### src/rtl/crc_frame_ctrl_pkg.sv
// Shared definitions for the CRC frame controller slice.
//   - CRC-32 constants (reflected polynomial, good-frame residue)
//   - controller state encoding
//   - single-bit LSB-first CRC step
package crc_frame_ctrl_pkg;

  localparam int unsigned CRC_W = 32;
  typedef logic [CRC_W-1:0] crc_t;

  localparam crc_t P_CRC32       = 32'hEDB88320;
  localparam crc_t RESIDUE_CRC32 = 32'hDEBB20E3;

  typedef enum logic [1:0] {
    ST_IDLE,
    ST_DATA,
    ST_END,
    ST_FCS
  } state_e;

  // One reflected CRC step: shift right, fold in the polynomial when the
  // outgoing LSB differs from the incoming data bit.
  function automatic crc_t crc_step_bit(input crc_t crc, input logic d, input crc_t poly);
    crc_step_bit = (crc >> 1) ^ ((crc[0] ^ d) ? poly : '0);
  endfunction

endpackage

### src/rtl/crc_frame_ctrl_step.sv
// crc_step_par: purely combinational parallel CRC update.
//   crc_in  : current accumulator
//   data    : H-bit beat, bit 0 applied first
//   crc_out : accumulator after H single-bit steps
module crc_step_par
  import crc_frame_ctrl_pkg::*;
#(
  parameter int unsigned H = 8,
  parameter crc_t        P = P_CRC32
) (
  input  crc_t         crc_in,
  input  logic [H-1:0] data,
  output crc_t         crc_out
);

  always_comb begin
    crc_out = crc_in;
    for (int unsigned i = 0; i < H; i++) begin
      crc_out = crc_step_bit(crc_out, data[i], P);
    end
  end

endmodule

### src/rtl/crc_frame_ctrl.sv
// crc_frame_ctrl: streaming frame controller around a parallel LSB-first CRC.
// Append mode forwards the payload and then emits ~crc (W/H beats, LSB first).
// Check mode forwards the whole frame and pulses crc_ok/crc_err on the residue.
//   clk, reset_n              : clock, asynchronous active-low reset
//   s_data/s_valid/s_last     : input beat stream; s_mode sampled on first beat
//   s_ready                   : controller accepts an input beat
//   m_data/m_valid/m_last     : registered output beat stream
//   m_ready                   : sink accepts an output beat
//   crc_ok/crc_err            : one-cycle check-mode verdict
//   busy                      : frame in progress or output still pending
// The CRC register width is fixed by crc_t; W must equal CRC_W.
module crc_frame_ctrl
  import crc_frame_ctrl_pkg::*;
#(
  parameter int unsigned H       = 8,
  parameter int unsigned W       = 32,
  parameter crc_t        P       = P_CRC32,
  parameter crc_t        RESIDUE = RESIDUE_CRC32
) (
  input  logic         clk,
  input  logic         reset_n,
  input  logic [H-1:0] s_data,
  input  logic         s_valid,
  input  logic         s_last,
  input  logic         s_mode,
  output logic         s_ready,
  output logic [H-1:0] m_data,
  output logic         m_valid,
  output logic         m_last,
  input  logic         m_ready,
  output logic         crc_ok,
  output logic         crc_err,
  output logic         busy
);

  localparam int unsigned FCS_BEATS = W / H;
  localparam int unsigned CNT_W     = $clog2(FCS_BEATS + 1);
  typedef logic [CNT_W-1:0] cnt_t;
  localparam logic SINGLE_FCS = (FCS_BEATS == 1);

  state_e       state_q, state_d;
  logic         mode_q, mode_d;
  crc_t         crc_q, crc_d;
  crc_t         fcs_q, fcs_d;
  cnt_t         fcs_cnt_q, fcs_cnt_d;
  logic         m_valid_q, m_valid_d;
  logic [H-1:0] m_data_q, m_data_d;
  logic         m_last_q, m_last_d;

  crc_t         crc_next;
  crc_t         fcs_init;
  logic         out_free;
  logic         out_xfer;
  logic         accept;

  crc_step_par #(
    .H (H),
    .P (P)
  ) u_step (
    .crc_in  (crc_q),
    .data    (s_data),
    .crc_out (crc_next)
  );

  assign out_free = !m_valid_q || m_ready;
  assign out_xfer = m_valid_q && m_ready;
  assign s_ready  = reset_n && ((state_q == ST_IDLE) || (state_q == ST_DATA)) && out_free;
  assign accept   = s_valid && s_ready;
  assign fcs_init = ~crc_q;

  assign m_valid = m_valid_q;
  assign m_data  = m_data_q;
  assign m_last  = m_last_q;
  assign busy    = (state_q != ST_IDLE) || m_valid_q;

  always_comb begin
    state_d   = state_q;
    mode_d    = mode_q;
    crc_d     = crc_q;
    fcs_d     = fcs_q;
    fcs_cnt_d = fcs_cnt_q;
    m_valid_d = m_valid_q;
    m_data_d  = m_data_q;
    m_last_d  = m_last_q;
    crc_ok    = 1'b0;
    crc_err   = 1'b0;

    if (out_xfer) begin
      m_valid_d = 1'b0;
    end

    case (state_q)
      ST_IDLE: begin
        if (accept) begin
          mode_d    = s_mode;
          crc_d     = crc_next;
          m_valid_d = 1'b1;
          m_data_d  = s_data;
          // In check mode the final data beat is the frame's last output beat.
          m_last_d  = s_last && s_mode;
          state_d   = s_last ? ST_END : ST_DATA;
        end
      end

      ST_DATA: begin
        if (accept) begin
          crc_d     = crc_next;
          m_valid_d = 1'b1;
          m_data_d  = s_data;
          m_last_d  = s_last && mode_q;
          if (s_last) begin
            state_d = ST_END;
          end
        end
      end

      ST_END: begin
        if (mode_q) begin
          crc_ok  = (crc_q == RESIDUE);
          crc_err = (crc_q != RESIDUE);
          crc_d   = '1;
          state_d = ST_IDLE;
        end else if (out_free) begin
          // First FCS beat goes straight into the output register so the
          // FCS follows the last payload beat without a gap on m_*.
          m_valid_d = 1'b1;
          m_data_d  = fcs_init[H-1:0];
          m_last_d  = SINGLE_FCS;
          fcs_d     = fcs_init >> H;
          fcs_cnt_d = cnt_t'(FCS_BEATS - 1);
          state_d   = ST_FCS;
        end
      end

      ST_FCS: begin
        if (fcs_cnt_q != '0) begin
          if (out_free) begin
            m_valid_d = 1'b1;
            m_data_d  = fcs_q[H-1:0];
            m_last_d  = (fcs_cnt_q == cnt_t'(1));
            fcs_d     = fcs_q >> H;
            fcs_cnt_d = fcs_cnt_q - cnt_t'(1);
          end
        end else if (out_xfer) begin
          crc_d   = '1;
          state_d = ST_IDLE;
        end
      end

      default: begin
        state_d = ST_IDLE;
      end
    endcase
  end

  always_ff @(posedge clk or negedge reset_n) begin
    if (!reset_n) begin
      state_q   <= ST_IDLE;
      mode_q    <= 1'b0;
      crc_q     <= '1;
      fcs_q     <= '0;
      fcs_cnt_q <= '0;
      m_valid_q <= 1'b0;
      m_data_q  <= '0;
      m_last_q  <= 1'b0;
    end else begin
      state_q   <= state_d;
      mode_q    <= mode_d;
      crc_q     <= crc_d;
      fcs_q     <= fcs_d;
      fcs_cnt_q <= fcs_cnt_d;
      m_valid_q <= m_valid_d;
      m_data_q  <= m_data_d;
      m_last_q  <= m_last_d;
    end
  end

endmodule

### config.mk
export PLATFORM = sky130hd
export DESIGN_NAME = crc_frame_ctrl
export DESIGN_NICKNAME = d
export VERILOG_FILES = /design/src/rtl/crc_frame_ctrl_pkg.sv /design/src/rtl/crc_frame_ctrl_step.sv /design/src/rtl/crc_frame_ctrl.sv
export SDC_FILE = /design/constraint.sdc
export NUM_CORES = 1
export LEC_CHECK = 0
export CORE_MARGIN = 2
export CORE_UTILIZATION = 53
export DETAILED_ROUTE_END_ITERATION = 6
export HOLD_SLACK_MARGIN = 0.03
export PLACE_DENSITY = 0.76
export REMOVE_ABC_BUFFERS = 1
export SETUP_SLACK_MARGIN = 0.5
export SLEW_MARGIN = 20
export SYNTH_ARGS = -nofsm -noshare
export SYNTH_HDL_FRONTEND = slang
export SYNTH_SLANG_ARGS = --single-unit
### constraint.sdc
create_clock -name clk -period 1.9 [get_ports clk]
set_input_delay 0.285 -clock clk [delete_from_list [all_inputs] [get_ports clk]]
set_output_delay 0.285 -clock clk [all_outputs]
set_load 0.02 [all_outputs]
==> results of run 1 <==
kinds of logic after synthesis:
kind of cell	after synthesis	synth area share, %
AND/OR/NAND/NOR	123	14.13
AO/OA/AOI/OAI	103	14.97
flip-flops	72	47.50
XOR/XNOR	70	17.78
buffers and inverters	29	2.808
multiplexers	7	1.839
adder cells (fa/ha/maj)	3	0.9682
stage by stage:
stage / cell area, sq um / utilization, %
floorplan: 3791 / -
global placement: 4807 / 66.99
detailed placement: 4807 / 66.99
CTS: 6740 / 93.93
cell usage after synthesis (2+ instances only):
master    instances  area (sq um)
xnor2_4           2         55.05
o211ai_1          7         52.55
xnor2_1          45         394.1
nor4_1            2         12.51
nand2_1          38         142.6
dfrtp_1          40          1001
buf_1             2         7.510
a21oi_1          54         270.3
nor2b_1           2         12.51
clkbuf_1         21         78.83
nand2b_1          3         18.77
nor2_1           58         217.7
nor3_1            2         10.01
o31ai_1           8         60.06
xor2_1           20         175.2
ha_1              3         37.54
nand4_1           2         12.51
nor3b_1           3         22.52
mux2i_1           6         60.06
inv_1             6         22.52
o22a_1            3         26.28
a31oi_1           3         18.77
nand4b_1          4         35.03
or3_1             2         12.51
o21ai_0          25         125.1
dfstp_2          32         840.8
and2_1            2         12.51
nand3b_1          2         15.01
what timing repair did:
action | in CTS
endpoints found under the hold margin | 12
buffers inserted | 38
gates cloned | 11
setup endpoints to repair | 85
hold buffers | 1
pin swaps | 87
gates resized for setup | 283
==> flow_summary.toml, run 1 <==
[timing]
grt-worst-endpoint = "crc_err"
worst_path_end_type = "top-level output"

[synthesis]
synth_seq_area_share_pct = 47.50
synth_cells = 407
yosysUniqueCellTypes = 38
netlist_area_sq_um = 3877
synth-edff-count = 0
synth-main-ff-cell = "dfrtp_1"
ys_seq_elements = 72
synth_warnings = 0
synth-async-reset-ratio_pct = 100.0
synth_area_per_cell_sq_um = 9.527

[place]
portBuffers = 27
place_ws_ns = -0.6670
gp_congestion = 0.9174
hpwl_mm = 7.061
place_inst = 587

[clock_network]
root_buffer = "clkbuf_8"
clockBufferDepth = 2
numCtsBuffers = 9
cts_max_level = 3
cts_sinks = 72

[floorplan]
die_h_um = 89.54
io_pins = 28
die_w_um = 89.54
rows = 31
start_util_pct = 54.04

[global_routing]
grt_max_degree = 53

[outcome]
lastStage = "global routing (5_1_grt)"
outcome = "stopped before the end"
firstError = "[ERROR DPL-0038] Utilization greater than 100%, impossible to legalize"
==> inputs of run 2 (changes only) <==
- CORE_UTILIZATION: 53 -> 40
- HOLD_SLACK_MARGIN: 0.03 -> not set
- PLACE_DENSITY: 0.76 -> not set
- PLACE_DENSITY_LB_ADDON: not set -> 0.15
- SETUP_SLACK_MARGIN: 0.5 -> not set
- clock period: 1.9 -> 2.5 ns (I/O delays scaled with it)
==> run 2 against run 1 <==
Synthesized cell count unchanged. The run now ends clean. Synthesized area unchanged.
==> flow_summary.toml, run 2 <==
[cells_and_area]
area_growth_pct = 21.52
nets = 470
finish.instance_area_sq_um = 4712
final_util_pct = 50.52
regMostFlops = "crc_q"
largest_reg_flops = 32
layout_common_cells = "58 x nor2_1, 54 x a21oi_1, 45 x xnor2_1, 40 x dfrtp_1, 38 x nand2_1"
diodes = 0
drive_gt1_share_pct = 19.87
fin_cells = 587
layout_commonest_cell = "nor2_1"

[drt]
drt_iter0_drc = 112
vias = 2967
vias_per_cell = 5.055
drcViolationCount = 0
routedWlPerCell_um = 16.13
firstDrtPassIters = 5
drt_wl_total_mm = 9.468
ant_nets = 0

[global_routing]
grt_max_degree = 42
grt_antenna_before_repair = 0
grtUsageTotal_pct = 19.83
grt_pass1_wl_mm = 15.61
overflow = 0
grt_pass1_vias = 2920

[clock_network]
worstSkewPairLatency_ns = 0.36
clockBufferDepth = 2
cts_hold_buf = 0
cts_sinks = 72
cts_max_level = 3
numCtsBuffers = 9
cts_tree = "done"
root_buffer = "clkbuf_8"
postCtsSetupBuffers = 0
cts.reportedPaths.clkPinSlew_ns = 0.08

[critical_path]
timing.rr.start = "crc_q[3]"
cp.required_ns = 2.12
end_kind = "output pin"
rrSetupSlack_ns = 0.35
start_kind = "flop"
cp_max_fo = 2
arrival_ns = 1.97
rr_endpoint = "crc_q[20]"
crit_type = "reg2out"
worstRegToRegCells = 7

[floorplan]
die_h_um = 102.5
core_sq_um = 9328
start_util_pct = 41.57
dieArea_sq_um = 10500
rows = 35
io_pins = 28
die_w_um = 102.5

[timing]
rsz0062_at_grt = "false"
tightest_slew_ns = 0.6710
fin_setup_tns_ns = 0
final_hold_viol_count = 0
slew-limit-headroom_pct = 54.95
finalCritPeriodShare_pct = 93.95
setup_viol_count_final = 0
layout_setup_ws_ns = 0.1512
fmax_mhz = 425.7
drv_slew = 0
finClkSkew_ns = 0.01497
fin_crit_ns = 2.349

[synthesis]
synth_cells = 407
synth-async-reset-ratio_pct = 100.0
synth-main-ff-cell = "dfrtp_1"
synth.top_cell.area_share_pct = 25.81
ys_seq_elements = 72
synth_warnings = 0
synth_area_per_cell_sq_um = 9.527
synth_seq_area_share_pct = 47.50
synth-edff-count = 0
synth_area_leaders = "dfrtp_1 26%, dfstp_2 22%, xnor2_1 10%"
netlist_area_sq_um = 3877
synth_area_leader_cell = "dfrtp_1"
yosys.cell_count.top_type = "nor2_1"
yosysUniqueCellTypes = 38
yosys-top-cells-count = "58 x nor2_1, 54 x a21oi_1, 45 x xnor2_1"

[flow_run]
drv_cap = 0

[worst_hold_path]
holdCritPathClass = "in2async"

[place]
place_ws_ns = -0.07112
hpwl_mm = 6.675
gp_congestion = 0.8388
placed_area_sq_um = 4512
place_inst = 571
portBuffers = 27

[pwr]
swShare_pct = 42.30
p_leak_nw = 1.864
switching_power_w = 0.003386
p_per_area_nw_per_um2 = 1699
ir_drop_uv = 557.0
p_seq_share_pct = 28.8
intPower_w = 0.004619
comb_power_share_pct = 59.4
clkPwrFrac_pct = 11.8

[outcome]
outcome = "completed"
run 2: worst max-delay path: stages (launching register included):
cell and delay, ns:
dfstp_2 0.53, or4b_4 0.45, nor4_2 0.14, nand4_1 0.17, nor2b_1 0.18, buf_4 0.15
run 2: worst max path at each step:
stage,start,endpoint,slack (ns),cells past startpoint
final,crc_q[5],crc_err,0.15,5
after global routing,m_ready,s_ready,0.07,4
after floorplan,state_q[0],state_q[0],-0.65,5
after CTS,crc_q[5],crc_err,0.009,5
after global placement,crc_q[5],crc_ok,-0.07,5
after detailed placement,crc_q[5],crc_ok,-0.07,5
run 2: cell families after synthesis:
| kind of cell | share of synthesized area [%] |
|---|---|
| xor+xnor | 17.78 |
| flops | 47.50 |
| mux | 1.839 |
| compound gates | 14.97 |
| simple gates | 14.13 |
| buf+inv | 2.808 |
| fa+ha+maj | 0.9682 |
run 2: layout make-up:
type,count,area (sq um)
multi-input cells,306,1946
inverters,6,22.52
clock buffers,11,141.4
flip-flops and latches,72,1842
repair buffers,58,543.0
clock inverters,5,56.30
fillers,909,4616
well taps,129,161.4
run 2: what timing repair did:
item                       CTS  global route
pin swaps                    2             2
hold endpoints to repair     0             0
resized for setup           10             1
setup endpoints to repair    2             2
run 2: per-stage QoR:
step / power [W] / hold WS [ns]
floorplan: 0.005498 / 0.07941
global placement: 0.007035 / 0.4613
detailed placement: 0.007070 / 0.4689
CTS: 0.008059 / 0.08006
global route: 0.008662 / 0.09982
finish: 0.008005 / 0.06631
run 2: power by group through the flow:
| stage | combinational (W) | sequential, W | clock (W) |
|---|---|---|---|
| 2_1_floorplan | 0.00314 | 0.00236 | 0 |
| 4_1_cts | 0.00478 | 0.00231 | 0.000971 |
| 5_1_grt | 0.00526 | 0.00238 | 0.00102 |
| 3_5_place_dp | 0.00474 | 0.00233 | 0 |
| 3_3_place_gp | 0.00472 | 0.00231 | 0 |
| 6_report | 0.00475 | 0.00231 | 0.000948 |
run 2: layer usage:
layer	GRT usage, %	wire length [um]
met5	0	0
met4	6.769	161
met3	3.694	315
met2	30.22	4242
met1	28.42	4748
Note: power is estimated with default switching activity, not from simulation.
==> inputs of run 3 (changes only) <==
- RECOVER_POWER: not set -> 50
- TNS_END_PERCENT: not set -> 100
==> run 3 against run 2 <==
Largest cell class unchanged. Hold slack better by 0.35 ns. The run now ends with max-capacitance violations, max-slew violations left. Clock-buffer cell count unchanged. Global-route usage unchanged. Cell count unchanged. Non-clock buffer count unchanged. Critical path depth unchanged. Sequential share of layout area up 0.11 points. Fmax down 0.24%.
==> flow_summary.toml, run 3 (synthesis gave the netlist of run 2 again) <==
[flow_run]
drv_cap = 1

[pwr]
ir_drop_uv = 557.2
p_per_area_nw_per_um2 = 1700
p_leak_nw = 1.855

[critical_path]
arrival_ns = 1.98
cp_max_fo = 2
cp.required_ns = 2.12
worstPathCellList = "or4b_4 -> nor4_2 -> nand4_1 -> nor2b_1 -> buf_4"
cp.depth = 5
crit_family = "simple AND/OR/NAND/NOR gates"
start_kind = "flop"
worstRegToRegCells = 7
critPathBufInv = 1
critPathMaxStageDelay_ns = 0.53
crit_type = "reg2out"
critical_path.slowest_cell = "dfstp_2"
end_kind = "output pin"

[clock_network]
clockBufferDepth = 2
cts_hold_buf = 0
postCtsSetupBuffers = 0
worstSkewPairLatency_ns = 0.36
numCtsBuffers = 9
cts_tree = "done"
root_buffer = "clkbuf_8"
cts_sinks = 72
cts_max_level = 3
cts.reportedPaths.clkPinSlew_ns = 0.08

[timing]
finClkSkew_ns = 0.01497
fmax_mhz = 424.7
slew-limit-headroom_pct = -21.54
rsz0062_at_grt = "false"
drv_slew = 34
fin_setup_tns_ns = 0
fin_crit_ns = 2.354
final_hold_viol_count = 0
finalCritPeriodShare_pct = 94.18
tightest_slew_ns = 1.823
setup_viol_count_final = 0

[cells_and_area]
regMostFlops = "crc_q"
largest_reg_flops = 32
layout_commonest_cell = "nor2_1"
area_growth_pct = 21.17
final_util_pct = 50.37
fill_cells = 914
layout_common_cells = "58 x nor2_1, 54 x a21oi_1, 45 x xnor2_1, 40 x dfrtp_1, 38 x nand2_1"
drive_gt1_share_pct = 19.21
diodes = 0
nets = 470

[global_routing]
grt_antenna_before_repair = 0
grtUsageTotal_pct = 19.83
overflow = 0
grt_pass1_vias = 2920
grt_max_degree = 42
grt_pass1_wl_mm = 15.61

[drt]
routedWlPerCell_um = 16.10
vias = 2961
drcViolationCount = 0
drt_iter0_drc = 105
firstDrtPassIters = 5
vias_per_cell = 5.044
drt_wl_total_mm = 9.453
ant_nets = 0

[floorplan]
die_w_um = 102.5
start_util_pct = 41.57
die_h_um = 102.5
rows = 35
dieArea_sq_um = 10500
io_pins = 28
core_sq_um = 9328

[outcome]
outcome = "finished, violations left"
failed_checks = "max-capacitance violations, max-slew violations"

[place]
hpwl_mm = 6.675
portBuffers = 27
gp_congestion = 0.8388

[worst_hold_path]
holdCritPathClass = "in2async"
-- run 3: changes by cell type in the layout (fill, tap and decap cells not counted), sizes merged --
cell | previous run | this run
buf | 34 | 30
clkbuf | 11 | 15
clkdlybuf4s50 | 24 | 20
dlygate4sd3 | 0 | 4
-- run 3: report_power, final --
group	switching, W	total, W	internal [W]
Clock	0.000459	0.000948	0.000489
Combinational	0.00245	0.00474	0.00228
Sequential	0.000472	0.00230	0.00183
-- run 3: worst paths after layout --
path,startpoint,to,slack (ns)
worst max-delay path,crc_q[5],crc_err,0.15
worst min-delay path,reset_n,m_data[7],0.42
worst max register to register,crc_q[3],crc_q[20],0.35
worst min register to register,fcs_q[18],fcs_q[18],0.48
max in group asynchronous,reset_n,fcs_q[16],0.73
min in group clk,fcs_q[18],fcs_q[18],0.48
-- run 3: final cells by class --
class | instances | area, sq um | share of cell area, %
clock buffers | 11 | 141.4 | 3.009
clock inverters | 5 | 56.30 | 1.198
inverters | 6 | 22.52 | 0.4794
repair buffers | 58 | 529.3 | 11.26
flip-flops and latches | 72 | 1842 | 39.20
multi-input cells | 306 | 1946 | 41.41
well taps | 129 | 161.4 | 3.435
-- run 3: routing by layer --
layer	global-route usage, %	wire (um)
met1	28.42	4680
met2	30.22	4252
met3	3.694	358
met4	6.769	161
met5	0	0
-- run 3: repair_timing --
item	in CTS	in global routing
pin swaps	2	2
endpoints found under the hold margin	0	0
setup endpoints to repair	2	2
resized for setup	10	1
-- run 3: stage by stage --
| step | area, sq um | hold slack (ns) | total power (W) | worst slack (ns) | std cells |
|---|---|---|---|---|---|
| 6_report | 4698 | 0.4152 | 0.007988 | 0.1456 | 587 |
| 5_1_grt | 4698 | 0.5085 | 0.008645 | 0.06715 | 587 |
| 4_1_cts | 4706 | 0.08006 | 0.008059 | 0.009251 | 587 |
| 3_5_place_dp | 4512 | 0.4689 | 0.007070 | -0.07112 | 571 |
| 3_3_place_gp | 4512 | 0.4613 | 0.007035 | -0.06677 | 571 |
| 2_1_floorplan | 3791 | 0.07941 | 0.005498 | -0.6474 | 384 |
